File: src/rtl/fft_bitrev_reorder.sv
// Output reorder buffer for the 32-point SDF FFT: converts bit-reversed bin
// order from the last butterfly stage into natural order X[0]..X[N-1] using
// ping-pong banks so consecutive frames stream without stalls.
module fft_bitrev_reorder #(
  parameter int unsigned N    = 32,
  parameter int unsigned LOGN = 5,
  parameter int unsigned DW   = 17
) (
  input  logic            clk,
  input  logic            rst,
  input  logic            in_valid,
  input  logic [DW-1:0]   in_r,
  input  logic [DW-1:0]   in_i,
  output logic            out_valid,
  output logic [DW-1:0]   out_r,
  output logic [DW-1:0]   out_i,
  output logic [LOGN-1:0] out_idx,
  output logic            out_last,
  output logic            frame_in_done
);

  localparam int unsigned MW = 2 * DW;

  typedef enum logic {
    R_IDLE = 1'b0,
    R_BUSY = 1'b1
  } rstate_e;

  // Reverse the LOGN index bits (arrival position -> natural bin index).
  function automatic logic [LOGN-1:0] bitrev(input logic [LOGN-1:0] a);
    logic [LOGN-1:0] r;
    for (int b = 0; b < int'(LOGN); b++) begin
      r[b] = a[int'(LOGN) - 1 - b];
    end
    return r;
  endfunction

  // Two banks of N complex words; contents are don't-care after reset.
  logic [MW-1:0]   mem_q [2][N];

  logic [LOGN-1:0] wr_cnt_q, wr_cnt_d;
  logic            wr_bank_q, wr_bank_d;
  logic [1:0]      bank_full_q, bank_full_d;
  logic            frame_in_done_q, frame_in_done_d;
  rstate_e         state_q, state_d;
  logic [LOGN-1:0] rd_cnt_q, rd_cnt_d;
  logic            rd_bank_q, rd_bank_d;
  logic            out_valid_q, out_valid_d;
  logic [DW-1:0]   out_r_q, out_r_d;
  logic [DW-1:0]   out_i_q, out_i_d;
  logic [LOGN-1:0] out_idx_q, out_idx_d;
  logic            out_last_q, out_last_d;

  logic            wr_done_c;
  logic            rd_done_c;
  logic [MW-1:0]   rd_word_c;

  assign wr_done_c = in_valid && (wr_cnt_q == LOGN'(N - 1));
  assign rd_done_c = (state_q == R_BUSY) && (rd_cnt_q == LOGN'(N - 1));
  assign rd_word_c = mem_q[rd_bank_q][rd_cnt_q];

  // Store each incoming bin at its bit-reversed (natural) address.
  always_ff @(posedge clk) begin
    if (in_valid) begin
      mem_q[wr_bank_q][bitrev(wr_cnt_q)] <= {in_r, in_i};
    end
  end

  // Write-side counter, bank select and frame-complete pulse.
  always_comb begin
    wr_cnt_d        = wr_cnt_q;
    wr_bank_d       = wr_bank_q;
    frame_in_done_d = 1'b0;
    if (in_valid) begin
      wr_cnt_d = wr_cnt_q + LOGN'(1);
    end
    if (wr_done_c) begin
      wr_bank_d       = ~wr_bank_q;
      frame_in_done_d = 1'b1;
    end
  end

  // Read FSM next-state, bank ownership and registered output values.
  always_comb begin
    state_d     = state_q;
    rd_cnt_d    = rd_cnt_q;
    rd_bank_d   = rd_bank_q;
    bank_full_d = bank_full_q;
    out_valid_d = 1'b0;
    out_r_d     = out_r_q;
    out_i_d     = out_i_q;
    out_idx_d   = out_idx_q;
    out_last_d  = 1'b0;

    // Writer and reader never own the same bank, so set/clear never collide.
    if (wr_done_c) begin
      bank_full_d[wr_bank_q] = 1'b1;
    end

    case (state_q)
      R_IDLE: begin
        if (bank_full_q[rd_bank_q]) begin
          state_d  = R_BUSY;
          rd_cnt_d = '0;
        end
      end
      R_BUSY: begin
        out_valid_d = 1'b1;
        out_r_d     = rd_word_c[MW-1:DW];
        out_i_d     = rd_word_c[DW-1:0];
        out_idx_d   = rd_cnt_q;
        out_last_d  = rd_done_c;
        rd_cnt_d    = rd_cnt_q + LOGN'(1);
        if (rd_done_c) begin
          bank_full_d[rd_bank_q] = 1'b0;
          rd_bank_d              = ~rd_bank_q;
          rd_cnt_d               = '0;
          // Next frame already waiting: continue without a bubble.
          if (!bank_full_q[~rd_bank_q]) begin
            state_d = R_IDLE;
          end
        end
      end
      default: begin
        state_d = R_IDLE;
      end
    endcase
  end

  // State and output registers with asynchronous reset.
  always_ff @(posedge clk or posedge rst) begin
    if (rst) begin
      wr_cnt_q        <= '0;
      wr_bank_q       <= 1'b0;
      bank_full_q     <= 2'b00;
      frame_in_done_q <= 1'b0;
      state_q         <= R_IDLE;
      rd_cnt_q        <= '0;
      rd_bank_q       <= 1'b0;
      out_valid_q     <= 1'b0;
      out_r_q         <= '0;
      out_i_q         <= '0;
      out_idx_q       <= '0;
      out_last_q      <= 1'b0;
    end else begin
      wr_cnt_q        <= wr_cnt_d;
      wr_bank_q       <= wr_bank_d;
      bank_full_q     <= bank_full_d;
      frame_in_done_q <= frame_in_done_d;
      state_q         <= state_d;
      rd_cnt_q        <= rd_cnt_d;
      rd_bank_q       <= rd_bank_d;
      out_valid_q     <= out_valid_d;
      out_r_q         <= out_r_d;
      out_i_q         <= out_i_d;
      out_idx_q       <= out_idx_d;
      out_last_q      <= out_last_d;
    end
  end

  assign out_valid     = out_valid_q;
  assign out_r         = out_r_q;
  assign out_i         = out_i_q;
  assign out_idx       = out_idx_q;
  assign out_last      = out_last_q;
  assign frame_in_done = frame_in_done_q;

endmodule
File: config.mk
export PLATFORM = sky130hd
export DESIGN_NAME = fft_bitrev_reorder
export DESIGN_NICKNAME = d
export VERILOG_FILES = /design/src/rtl/fft_bitrev_reorder.sv
export SDC_FILE = /design/constraint.sdc
export NUM_CORES = 2
export LEC_CHECK = 0
export BUFFER_PORTS_ARGS = -buffer_cell sky130_fd_sc_hd__buf_2
export CORE_AREA = 2 2 438 440
export DETAILED_ROUTE_END_ITERATION = 7
export DIE_AREA = 0 0 440 442
export PLACE_DENSITY = 0.71
export SLEW_MARGIN = 30
export SYNTH_ARGS = -nofsm -noshare
export SYNTH_HDL_FRONTEND = slang
export SYNTH_SLANG_ARGS = --single-unit
File: constraint.sdc
create_clock -name clk -period 5.6 [get_ports clk]
set_clock_uncertainty 0.1 [all_clocks]
set_input_delay 0.28 -clock clk [delete_from_list [all_inputs] [get_ports clk]]
set_output_delay 0.28 -clock clk [all_outputs]
set_load 0.005 [all_outputs]
# Yosys cells after proc, flatten, opt, wreduce, memory -nomap -nowiden
# Memory sizes are Yosys's and may differ from the RTL's.
# Cells that the tools add are included.
[word_totals] ff_bits=57 mem_bits_rw=2176 input_bits=37 mem_count=1
[op_classes] n_addsub=2 order_cmp=8 n_eq_ne=3 n_mux=28 n_bitwise=8 reduce_logical=6
[memory_table] memory="mem_q" depth=2 word_bits=1088 read_ports=1 rd_ports_with_merged_regs=0 write_ports=1 line="39" text="logic [MW-1:0] mem_q [2][N];"
[op_table] operator="$mux W1088" count=1
[op_table] operator="$bmux W34 S5" count=1
[op_table] operator="$demux W34 S5" count=1
[op_table] operator="$mux W34" count=3
[op_table] operator="$mux W1" count=13
[op_table] operator="$ge A6 B6 Y1 const B" count=2
[op_table] operator="$not A5 Y6" count=2
[op_table] operator="$add A5 B1 Y5 const B" count=2
[op_table] operator="$eq A5 B5 Y1 const B" count=2
[op_table] operator="$mux W5" count=2
[op_table] operator="$pmux W5 S2" count=1
[op_table] operator="$lt A1 B2 Y1 const B" count=3
[op_table] operator="$lt A6 B1 Y1 const B" count=1
[op_table] operator="$mux W2" count=3
[op_table] operator="$logic_and A1 B1 Y1" count=5
[op_table] operator="$not A1 Y1" count=3
[op_table] operator="$and A2 B2 Y2" count=1
[op_table] operator="$demux W1 S1" count=2
[op_table] operator="$ge A1 B1 Y1 const B" count=2
[op_table] operator="$ne A2 B2 Y1 const B" count=1
[op_table] operator="$not A2 Y2" count=1
[op_table] operator="$or A2 B2 Y2" count=1
[op_table] operator="$pmux W1 S2" count=1
[op_table] operator="$reduce_and A2 Y1" count=1

# Logic depth before layout (Yosys ltp)
[depth] depth_word=9 depth_mapped=11 depth_no_buf=7

# Worst setup path after synthesis
# No wires, ideal clock.
[synth_timing] kind="flip-flop to flip-flop" startpoint="register wr_cnt_q[1]" endpoint="memory mem_q[0][510] (netlist name) (enable)" arrival_time_ns=4.129 t_required_ns=4.990 path_slack_ns=0.861 path_stages_with_launch=5 path_buffers=0 path_cell_list="dfrtp_1 > inv_1 > ha_1 > nand2_1 > nor4_1"
[synth_between] elab_chain_cells=6
[synth_lines] element="start: declaration" line="41" text="logic [LOGN-1:0] wr_cnt_q, wr_cnt_d;"
[synth_lines] element="start signal: assignment" line="146" text="wr_cnt_q <= wr_cnt_d;"
[synth_lines] element="$not A5 Y6 (not written as such) (*)" line="65" text="mem_q[wr_bank_q][bitrev(wr_cnt_q)] <= {in_r, in_i};"
[synth_lines] element="$ge A6 B6 Y1 (not written as such) / $lt A6 B1 Y1 (equally long branches)" line="65"
[synth_lines] element="$logic_and A1 B1 Y1 (not written as such)" line="65"
[synth_lines] element="$mux W34 (not written as such)" line="65"
[synth_lines] element="$demux W34 S5 (*)" line="65"
[synth_lines] element="$mux W1088 (not written as such) (*)" line="65"
[synth_lines] element="end: declaration" line="39"
# Every way passes the cells marked *; elsewhere a longest branch is shown, timed or not.

# Final worst setup path
[layout_timing] startpoint="register rd_bank_q" endpoint="register out_r_q[15], in the netlist out_r[15]"
[layout_between] elab_chain_cells=4
[layout_lines] element="start: declaration" line="47" text="logic rd_bank_q, rd_bank_d;"
[layout_lines] element="start signal: assignment" line="152" text="rd_bank_q <= rd_bank_d;"
[layout_lines] element="$mem_v2 Z2 W1088"
[layout_lines] element="$bmux W34 S5" line="60" text="assign rd_word_c = mem_q[rd_bank_q][rd_cnt_q];"
[layout_lines] element="$mux W34 (not written as such) (2 in a row)" line="60"
[layout_lines] element="end signal: assignment" line="154" text="out_r_q <= out_r_d;"
[layout_lines] element="end: declaration" line="49" text="logic [DW-1:0] out_r_q, out_r_d;"
# No other way between the ends. The select of a mux whose other input is x is not followed.
# A chain may end at the register's enable or synchronous reset.

==> run metrics <==
status=finished clean; hold slack=roughly 340 ps; total power=44000 uW; CTS clk-pin slew, worst paths=around 60 ps; # fillers=14400; Row Count=160; Initial DRC Count=5771; Seq cells post-synth=2233; first-pass GRT wire length=306000 um; maximum clock path buffer count=3; Crit. Startpoint=rd_bank_q; most area-consuming cells after synthesis=edfxtp_1 77%, mux4_2 13%, mux2i_1 2.6%, dfrtp_1 1.7%, a22oi_1 1.4%; Slowest-stage cell, CP=dfrtp_4; register area share after synthesis=0.784; LEAKAGE=0.0295 uW; Final Setup Violations=0; Post-synth top cells=2176 x edfxtp_1, 490 x mux4_2, 220 x mux2i_1; top_reg_cell synth=edfxtp_1; crit path cell chain=buf_12 -> mux4_2 -> mux4_2 -> a22o_1 -> a211o_1; CP bufs+invs=1; remaining global-route overflow=0; CP arrival=4380 ps; average wire per standard cell=roughly 32 um; Via density=6.21; Async S/R FF share, synth=0.0255; Worst R2R Start=rd_bank_q; largest net degree at the start of global routing=116; CP delay by family, top=multiplexers; DRC=0; CP Launch Type=flop; worst vdd ir=around 0.43 mV; Die Ht=roughly 440 um; fmax=266 MHz; worst r2r path cells=5; IO Pins=79; H-tree Lvls=4; layout cells sized above 1=0.261; final worst-path cycle share=0.673; Synthesized Nets=3842; Total GRT Usage=0.220; DRT antenna net count=0; number of global-route vias before repair=between 40000 and 50000; drt first pass iters=5; Area Growth Syn to Fin=13.5%; placed wire-length estimate=117000 um; clock sinks=2233; Initial Util=0.449; worst setup path endpoint=out_r[15]; min Tclk post-route=3770 ps; Worst path depth=5; multi-input logic area=17800 um^2; Hold WC Path Type=in -> reg; Layout Nets=4077; Post-Route WL=215000 um; TritonCTS Buffers=203; PostCTS Resize Cnt=0; Worst R2R Setup Slack=1830 ps; endpoint class of the critical path=flop; initial antenna violation count=6; IO buf count=78; routability cong.=0.809; slew margin rel.=0.313; setup TNS=0 ps; power density over the cells=456 nW/um^2; most common cell in the synthesized netlist=edfxtp_1; area of the mapped netlist=85100 um^2; cell repeated most along the worst path=mux4_2; CP max stage delay=980 ps; RSZ-0062 raised after global routing=no; worst setup path class=reg -> reg; Avg Cell Area, Syn=22.4 um^2; Reg area=66800 um^2; Slew @ Worst Pin=1030 ps; maxcap violations=0; Yosys Warn Count=0; area leader, netlist=edfxtp_1; post-synthesis cell type count=48; Die ar.=194000 um^2; CTS tree=built; Vias=41700; Clock Latency Late Sink=approximately 850 ps; final hold violations=0; Worst Path Required=6220 ps; CTS root buffer=clkbuf_16; post-synth top area share=0.767; Max Slew Vio Count=0; Post-synth EDFFs=2176; CP Max Fanout=87; die width=440 um; Critical R2R Capture=out_r[15]; Mapped Cells=3796; core box area=190000 um^2
-- worst min path at each step --
stage,from,to,slack [ps],cells past startpoint
3_3_place_gp,rst,out_r[10],330,2
6_report,in_valid,wr_cnt_q[2],340,3
5_1_grt,in_valid,wr_cnt_q[2],340,3
4_1_cts,in_i[16],mem_q[1][968],40,1
2_1_floorplan,state_q,out_valid,250,0
3_5_place_dp,rst,out_r[10],320,2
-- cells by family (layout without fill, tap and decap cells) --
family,count (synthesis),count (layout),synth area share
other cells,0,3,0
xor+xnor,4,4,0.000412
fa+ha+maj,9,9,0.00132
flops,2233,2233,0.784
simple gates,277,277,0.0151
compound gates,322,322,0.0286
mux,725,725,0.157
buf+inv,226,632,0.0129
-- timing repair --
action                    in CTS  in global routing
setup buffers                  0                  0
hold endpoints to repair     848               1344
hold buffers                  16                 21
-- through the flow --
stage	utilization	cells	setup slack (ps)	area (um^2)
final	0.510	6716	1830	96700
after floorplan	-	3796	861	85100
after global routing	0.510	6713	1560	96700
after detailed placement	0.472	6298	1840	89500
after global placement	0.470	6286	1860	89200
after CTS	0.508	6690	1840	96300
-- cells in the final DEF, fill, tap and decap left out, types with 45 or more instances in the layout --
cell type / Yosys / layout
edfxtp_1: 2176 / 2176
mux4_2: 490 / 490
mux2i_1: 220 / 220
clkbuf_16: 0 / 205
a22oi_1: 159 / 159
buf_4: 21 / 132
nand3_1: 66 / 66
nand2_1: 59 / 59
nor2_4: 0 / 59
dfrtp_1: 57 / 52
clkinv_2: 0 / 49
buf_2: 56 / 45
-- power breakdown --
group	switching, uW	internal [uW]
combinational	6120	4290
clock	6020	7770
sequential	704	19100
-- final cells by class --
class	instances	share of cell area
inverters	14	0.000570
repair buffers	242	0.0233
diodes	3	0.0000777
clock inverters	112	0.0117
clock buffers	264	0.0569
multi-input cells	1337	0.184
well taps	2511	0.0325
flip-flops and latches	2233	0.691
-- per-layer routing --
metal,GRT usage,vias to the layer above,share of wire
met5,0,-,0.00012
li1,-,16600,-
met1,0.295,22300,0.37
met4,0.0780,4,0.036
met3,0.0448,398,0.095
met2,0.360,2360,0.50
-- state kept, by name (all words and copies together) (netlist names), 2 cells and up --
signal / flops
out_r: 17
mem_q: 2176
wr_cnt_q: 5
rd_cnt_q: 5
out_idx: 5
bank_full_q: 2
out_i: 17
-- worst min-delay path, delay by kind of cell --
family	cells	cell delay [ps]
buf+inv	2	770
compound gates	1	160
Power figures use the tool's default switching activity.
